[src/rtl/instr_fetch_queue.sv]
// instr_fetch_queue: PC generation, credit-limited imem requests, in-order prefetch queue to decode.
// Define IFQ_PERF_CNT_EN to enable the bubble_cnt decode-starvation counter.
module instr_fetch_queue #(
  parameter int INSTR_W = 38,
  parameter int ADDR_W = 24,
  parameter int DEPTH = 4,
  parameter logic [ADDR_W-1:0] RESET_PC = 24'h000000
) (
  input  logic                       clk,
  input  logic                       rst_n,
  output logic                       imem_req_valid,
  output logic [ADDR_W-1:0]          imem_req_addr,
  input  logic                       imem_req_ready,
  input  logic                       imem_rsp_valid,
  input  logic [INSTR_W-1:0]         imem_rsp_data,
  input  logic                       redirect_valid,
  input  logic [ADDR_W-1:0]          redirect_pc,
  input  logic                       id_stall,
  output logic                       id_valid,
  output logic [INSTR_W-1:0]         id_instr,
  output logic [ADDR_W-1:0]          id_pc,
  output logic [$clog2(DEPTH):0]     q_count,
  output logic [15:0]                bubble_cnt
);
  localparam int PW = $clog2(DEPTH);
  localparam int CW = PW + 1;
  typedef enum logic {FETCH, FLUSH} state_t;
  state_t state_q, state_d;
  logic [CW-1:0] count_q, count_d, out_q, out_d, drop_q, drop_d;
  logic [PW-1:0] rd_q, rd_d, wr_q, wr_d, trd_q, twr_q;
  logic [ADDR_W-1:0] fetch_pc_q, fetch_pc_d, id_pc_q, id_pc_d, rsp_pc;
  logic [INSTR_W-1:0] id_instr_q, id_instr_d;
  logic [INSTR_W-1:0] iq_instr [DEPTH];
  logic [ADDR_W-1:0] iq_pc [DEPTH];
  logic [ADDR_W-1:0] tag [DEPTH];
  logic req, acc, push, pop;
  always_comb begin
    req = rst_n && state_q == FETCH && !redirect_valid &&
          ({1'b0, count_q} + {1'b0, out_q} < (CW+1)'(DEPTH));
    acc = req && imem_req_ready;
    push = imem_rsp_valid && drop_q == '0 && !redirect_valid;
    pop = count_q != '0 && !id_stall && !redirect_valid;
    rsp_pc = tag[trd_q];
    count_d = redirect_valid ? '0 : count_q + CW'(push) - CW'(pop);
    out_d = out_q + CW'(acc) - CW'(imem_rsp_valid);
    // In FLUSH no requests issue, so outstanding and drop_cnt track each other
    drop_d = redirect_valid ? out_q - CW'(imem_rsp_valid)
                            : drop_q - CW'(imem_rsp_valid && drop_q != '0);
    state_d = drop_d != '0 ? FLUSH : FETCH;
    fetch_pc_d = redirect_valid ? redirect_pc : fetch_pc_q + ADDR_W'(acc);
    rd_d = redirect_valid ? wr_q : rd_q + PW'(pop);
    wr_d = wr_q + PW'(push);
    id_instr_d = id_instr_q;
    id_pc_d = id_pc_q;
    if (count_d != '0) begin
      id_instr_d = count_q == CW'(pop) ? imem_rsp_data : iq_instr[rd_d];
      id_pc_d = count_q == CW'(pop) ? rsp_pc : iq_pc[rd_d];
    end
  end
  always_ff @(posedge clk or negedge rst_n) begin
    if (!rst_n) begin
      state_q <= FETCH;
      fetch_pc_q <= RESET_PC;
      count_q <= '0;
      out_q <= '0;
      drop_q <= '0;
      rd_q <= '0;
      wr_q <= '0;
      trd_q <= '0;
      twr_q <= '0;
      id_instr_q <= '0;
      id_pc_q <= '0;
    end else begin
      state_q <= state_d;
      fetch_pc_q <= fetch_pc_d;
      count_q <= count_d;
      out_q <= out_d;
      drop_q <= drop_d;
      rd_q <= rd_d;
      wr_q <= wr_d;
      trd_q <= trd_q + PW'(imem_rsp_valid);
      twr_q <= twr_q + PW'(acc);
      id_instr_q <= id_instr_d;
      id_pc_q <= id_pc_d;
    end
  end
  always_ff @(posedge clk) begin
    if (push) begin
      iq_instr[wr_q] <= imem_rsp_data;
      iq_pc[wr_q] <= rsp_pc;
    end
    if (acc) tag[twr_q] <= fetch_pc_q;
  end
  assign imem_req_valid = req;
  assign imem_req_addr = fetch_pc_q;
  assign id_valid = count_q != '0;
  assign id_instr = id_instr_q;
  assign id_pc = id_pc_q;
  assign q_count = count_q;
`ifdef IFQ_PERF_CNT_EN
  logic [15:0] bub_q;
  always_ff @(posedge clk or negedge rst_n) begin
    if (!rst_n) bub_q <= '0;
    else if (count_q == '0 && !id_stall && bub_q != 16'hFFFF) bub_q <= bub_q + 16'd1;
  end
  assign bubble_cnt = bub_q;
`else
  assign bubble_cnt = '0;
`endif
endmodule

[config.mk]
export PLATFORM = sky130hd
export DESIGN_NAME = instr_fetch_queue
export DESIGN_NICKNAME = d
export VERILOG_FILES = /design/src/rtl/instr_fetch_queue.sv
export SDC_FILE = /design/constraint.sdc
export NUM_CORES = 1
export LEC_CHECK = 0
export BUFFER_PORTS_ARGS = -buffer_cell sky130_fd_sc_hd__buf_4
export CAP_MARGIN = 25
export CORE_AREA = 2 2 173 175
export CTS_BUF_LIST = sky130_fd_sc_hd__clkbuf_4 sky130_fd_sc_hd__clkbuf_8
export DETAILED_ROUTE_END_ITERATION = 12
export DIE_AREA = 0 0 175 177
export GPL_TIMING_DRIVEN = 0
export PLACE_DENSITY = 0.9
export SLEW_MARGIN = 25
export SYNTH_ARGS = -nofsm -noshare
export SYNTH_HDL_FRONTEND = slang
export SYNTH_SLANG_ARGS = --single-unit
[constraint.sdc]
create_clock -name clk -period 6.7 [get_ports clk]
set_input_delay 1.34 -clock clk [delete_from_list [all_inputs] [get_ports clk]]
set_output_delay 1.34 -clock clk [all_outputs]
set_load 0.05 [all_outputs]
**Yosys cells after proc, flatten, opt, wreduce, memory -nomap -nowiden**

Memory sizes are Yosys's and may differ from the RTL's.
Cells that the tools add are included.

- Register bits: 104
- Memory bits (writable): 344
- Output and inout bits: 107
- Word-level logic and storage cells: 56
- Memories: 3

- Add/subtract/negate cells: 12
- Order comparisons: 1
- Eq/ne operators: 1
- Muxes and demuxes: 11
- Bitwise logic cells: 1
- Reductions and logical operators: 16

Memories:

| memory | words | width | rd ports | clocked after Yosys merged registers in | write ports | RTL line | source |
|---|---|---|---|---|---|---|---|
| iq_instr | 4 | 38 | 1 | 0 | 1 | 33 | `logic [INSTR_W-1:0] iq_instr [DEPTH];` |
| iq_pc | 4 | 24 | 1 | 0 | 1 | 34 | `logic [ADDR_W-1:0] iq_pc [DEPTH];` |
| tag | 4 | 24 | 1 | 0 | 1 | 35 | `logic [ADDR_W-1:0] tag [DEPTH];` |

Operator list:

| cell | count |
|---|---|
| $mux 24 | 2 |
| $mux 38 | 1 |
| $add 24x1->24 | 1 |
| $reduce_bool 3->1 | 4 |
| $sub 3x1->3 | 4 |
| $logic_and 1x1->1 | 9 |
| $add 2x1->2 | 4 |
| $add 3x1->3 | 2 |
| $mux 3 | 2 |
| $mux 1 | 5 |
| $add 3x3->4 | 1 |
| $lt 4x3->1 const B | 1 |
| $eq 3x1->1 | 1 |
| $logic_not 3->1 | 1 |
| $logic_not 1->1 | 2 |
| $mux 2 | 1 |
| $not 1->1 | 1 |

**Logic depth before layout (Yosys ltp)**

- Depth after elaboration: 7
- Mapped depth: 14
- Gate-level depth less buffers: 11

**Least setup slack after synthesis**

OpenSTA, ideal clock, no wires.

- Path type: input to register
- From: in redirect_valid
- To: mem iq_instr[0][0] (enable)
- Setup time: 0.558 ns
- Arrival: 6.056 ns
- Slack: 0.086 ns
- Cell stages on the path: 5
- Path buffers: 2
- Path through: buf_6 > inv_1 > buf_6 > nand3_1 > nor3_1

- Word-level cells in the longest chain between the ends: 4

Ends and longest elaborated chain:

| element | RTL line | source |
|---|---|---|
| start, declared | 16 | `input logic redirect_valid,` |
| $logic_not 1->1 | 41 | `push = imem_rsp_valid && drop_q == '0 && !redirect_valid;` |
| $logic_and 1x1->1 | 41 |  |
| $mux 1 | 88 | `if (push) begin` |
| $mux 1 (implied by the code) | 89 | `iq_instr[wr_q] <= imem_rsp_data;` |
| end, declared | 33 |  |

No other way between the ends.

**Final worst setup path**

- From: in redirect_valid
- To: reg id_instr_q[11] (netlist: id_instr[11])

- Word-level cells in the longest chain between the ends: 6
- Elaborated cells between the ends (all ways): 12
- Those cells by class: add/sub: 3; eq/ne: 1; mux: 3; reduce/logical: 4; memory: 1

Ends and longest elaborated chain:

| element | RTL line | source |
|---|---|---|
| $logic_not 1->1 | 41, 42 |  |
| $logic_and 1x1->1, on equally long branches | 41, 42 |  |
| $add 3x1->3 / $add 2x1->2 (equally long branches) | 44, 51 |  |
| $sub 3x1->3 / $mux 2 (equally long branches) | 44, 51 |  |
| $mux 3 / $mem_v2 4x38 (equally long branches) | n/a |  |
| $reduce_bool 3->1 / $mux 38 (equally long branches) | 55, 56 |  |
| end signal, assigned | 83 | `id_instr_q <= id_instr_d;` |
| end, declared | 32 | `logic [INSTR_W-1:0] id_instr_q, id_instr_d;` |

Several ways; a longest one is shown, not always the timed one.
A chain may end at the register's enable or synchronous reset.

==> metrics list <==
- The flow ran to the end, and the final reports show no timing, DRC or antenna violations.
- For this configuration, the core starts out at a cell density of 60.20%.
- Part of the cycle the worst path needs: 74.96%
* Total of cells resized after clock tree synthesis: 0
* Count of final hold-check violations: 0
- Share of flip-flops with an asynchronous set or reset after synthesis: 23.21%
- Area of all placed cells without fillers: 21180 um^2
* Final setup violating endpoints: 0
- After detailed routing, the number of vias per cell comes to 6.012.
- The count of pins over their slew limit is 0.
* Total via count in the routed design: 9811
- For the finished layout, the period the worst path requires is 5.023 ns.
- Combinational share of power: 37.7%
- Timing would allow up to 0.1991 GHz.
* Signal arrival time at the worst endpoint: 5.46 ns
- The floorplan step defined a core boundary enclosing 29240 um^2.
- Post-DP HPWL: 24.29 mm
- The floorplan step set the die height to 177 um.
- Input and output buffers added on the ports amount to 157.
- Once detail routing completed, the nets flagged for antenna violations numbered 0.
* Number of nets in the final layout: 1271
- Worst-Margin Slew: 0.9318 ns
* Yosys top cell by area: edfxtp_1
* Count of pins on the block boundary: 175
- Setup repair after global routing left no endpoint under its margin.
- Compared with the post-synthesis result, the final layout area differs by 20.30%.
- Core Util, Final: 72.42%
* Worst setup EP type: flop
- Die area: 30980 um^2
- Area fraction of the dominant cell type after synthesis: 58.67%
- Counting along the longest clock path gives a buffer depth of 3.
* Most frequent cell after synthesis: edfxtp_1
- The congestion estimate from routability-driven global placement came to 0.7924.
* Ratio of cells with drive above 1 in the final layout: 35.59%
- # H-tree levels: 3
- Wirelength, routed: 36.88 mm
- Sorting the synthesized cells by how often they occur yields 344 x edfxtp_1, 104 x dfrtp_1, 86 x mux4_2, 67 x and3_1, 62 x a221o_1.
* Most instantiated flip-flop cell in the synthesis netlist: edfxtp_1
* Initial detailed-routing violation count: 1096
- In this run, the clock network consumes 24.4% of the power.
- Data on the critical path is required at its endpoint by 7.14 ns.
- Gate count after technology mapping: 919
- All-Layer GR Usage: 24.25%
* Int Pwr: 6.238 mW
* Dpl cell area: 19710 um^2
- CTS tree: yes
- The floorplan has 63 rows.
- YS warnings: 0
* Clk sinks: 448
* Total of flip-flops plus latches after synthesis: 448
* Post-synthesis area per instance: 19.16 um^2
- Summing every instance area after synthesis gives 17610 um^2.
- STA classifies the critical path startpoint as an input pin.
- Worst slew margin: 37.88%
- For this run the aggregate overflow at the end of global routing stands at 0.
- Most area-consuming cells after synthesis: edfxtp_1 59%, dfrtp_1 15%, mux4_2 11%, a221o_1 3.5%, and3_1 2.4%
- Clock network latency to the later pin of the worst-skew pair: 0.59 ns
- Die outline width: 175 um
- Entering global routing, the biggest net connects 106 pins.
- Wire length of the first global-routing pass: 56.48 mm
* Clock tree skew after final layout: 0.02749 ns
- Yosys cell types: 48
- Leakage: 8.068 nW
- Along the worst path, the maximum fanout reaches 10.
- Max-cap violations in this run came to 0.
* Cts hold-fix bufs: 0
- Number of synthesized flops with an enable pin: 344
- Clock-pin slew was measured on the worst setup and hold paths at 0.06 ns.
* Sequential fraction of the synthesis area: 73.46%
* Layout filler cell count: 1677
- Category of the most critical setup path: in2reg
* Number of global-route vias before repair: 10320
- Summed over all nets, the switching power comes to 3.431 mW.
* Type of the tightest min-delay check: reg2reg
- IR drop worst, VDD: 0.3870 mV
- Number of setup buffers added after CTS: 0
- In the routed design, unresolved DRC markers number 0.
* Number of buffers created by CTS: 70
- Registers are responsible for 37.9% of the overall power.
* # diodes: 0
* First-pass detailed-route iteration total: 5
- After detailed routing, the average wire length per cell comes to 22.60 um.
- In this run the power density over the cells is 456.5 nW/um^2.
- Net switching is 35.48% of the power.
* Initial antenna violation count: 0
- The cell sitting at the root of the clock tree is a clkbuf_8.
cell type report:
class	instances	area, um^2	share of cell area [%]
flip-flops and latches	448	12930	61.06
multi-input cells	401	4315	20.38
repair buffers	179	1505	7.107
clock buffers	104	1269	5.990
well taps	390	488.0	2.304
plain buffers	67	401.6	1.896
clock inverters	25	200.2	0.9452
inverters	18	67.56	0.3190
worst paths after layout:
path / start / to / slack [ns] / cells after the start
max in group asynchronous: rst_n / twr_q[1]$_DFF_PN0_ / 5.15 / 1
min reg2reg: id_instr[19]$_DFFE_PN0P_ / id_instr[19]$_DFFE_PN0P_ / 0.51 / 1
min: id_instr[19]$_DFFE_PN0P_ / id_instr[19]$_DFFE_PN0P_ / 0.51 / 1
max: redirect_valid / id_instr[11]$_DFFE_PN0P_ / 1.68 / 14
max reg2reg: q_count[1]$_DFF_PN0_ / id_instr[11]$_DFFE_PN0P_ / 2.53 / 12
min in group asynchronous: rst_n / id_instr[23]$_DFFE_PN0P_ / 0.86 / 1
cell families (layout without fill, tap and decap cells):
logic type               Yosys count  count (layout)  synth area share (%)
flip-flops                       448             448                 73.46
AND/OR/NAND/NOR                  158             158                 5.223
AO/OA/AOI/OAI                     96              96                 4.762
multiplexers                      92              92                 11.38
buffers and inverters             85             393                 2.665
XOR/XNOR                          21              21                 1.130
adder cells (fa/ha/maj)           18              18                 1.365
other                              1              16               0.02130
power groups by stage:
stage,logic [mW],clock network [mW],registers [mW]
4_1_cts,3.66,2.40,3.66
3_5_place_dp,3.65,0,3.71
2_1_floorplan,1.92,0,4.33
5_1_grt,3.86,2.52,3.70
3_3_place_gp,3.46,0,3.70
6_report,3.64,2.36,3.67
through the flow:
step / cells / setup TNS [ns] / setup WS, ns / total power, mW / hold slack [ns]
after detailed placement: 1503 / 0 / 1.223 / 7.366 / 0.5029
final: 1632 / 0 / 1.677 / 9.669 / 0.5105
after global routing: 1632 / 0 / 1.486 / 10.07 / 0.5260
after floorplan: 934 / 0 / 0.08568 / 6.251 / 0.4642
after global placement: 1481 / -211.26 / -2.860 / 7.157 / 0.4743
after CTS: 1632 / 0 / 1.737 / 9.726 / 0.5164
flip-flops by register name (all words and copies together) (netlist names):
register and count:
iq_instr 152, wr_q 2, state_q 1, rd_q 2, iq_pc 96, imem_req_addr 24
id_pc 24, out_q 3, tag 96, twr_q 2, drop_q 3, q_count 3
id_instr 38, trd_q 2
worst max-delay path, stage by stage:
cell and delay, ns:
buf_6 0.12, clkbuf_1 0.29, clkbuf_1 0.30, nor3b_1 0.57, ha_1 0.35, inv_1 0.06, ha_1 0.14, inv_1 0.05
fa_1 0.37, xor3_1 0.27, o31ai_4 0.63, nor2_2 0.25, clkbuf_1 0.33, a221o_1 0.38
per-layer routing:
| metal | part of all wire [%] | vias to the layer above | track usage [%] |
|---|---|---|---|
| met2 | 52 | 458 | 41.52 |
| met4 | 2.6 | 0 | 9.722 |
| li1 | - | 4275 | - |
| met3 | 7.2 | 69 | 5.026 |
| met1 | 38 | 5009 | 30.73 |
| met5 | 0 | - | 0 |
cell usage in the layout, fill, tap and decap left out, drive strengths merged, types with 2 or more instances in the layout:
cell type and n:
mux4 86, clkbuf 133, nand3 10, fa 2, mux2 2, xor2 10, o31ai 6, and3 67
dfrtp 104, and2 2, nand4 6, conb 16, o21ai 15, nor2b 3, clkinvlp 3, ha 16
o311ai 2, or4 7, and4 2, nor4 4, nor3 6, buf 217, xnor2 10, o211ai 2
mux2i 4, nor2 13, nor3b 3, bufinv 3, a31oi 7, nand2 27, inv 19, a221o 62
clkinv 18, edfxtp 344, or3 5
Note: power is estimated with default switching activity, not from simulation.
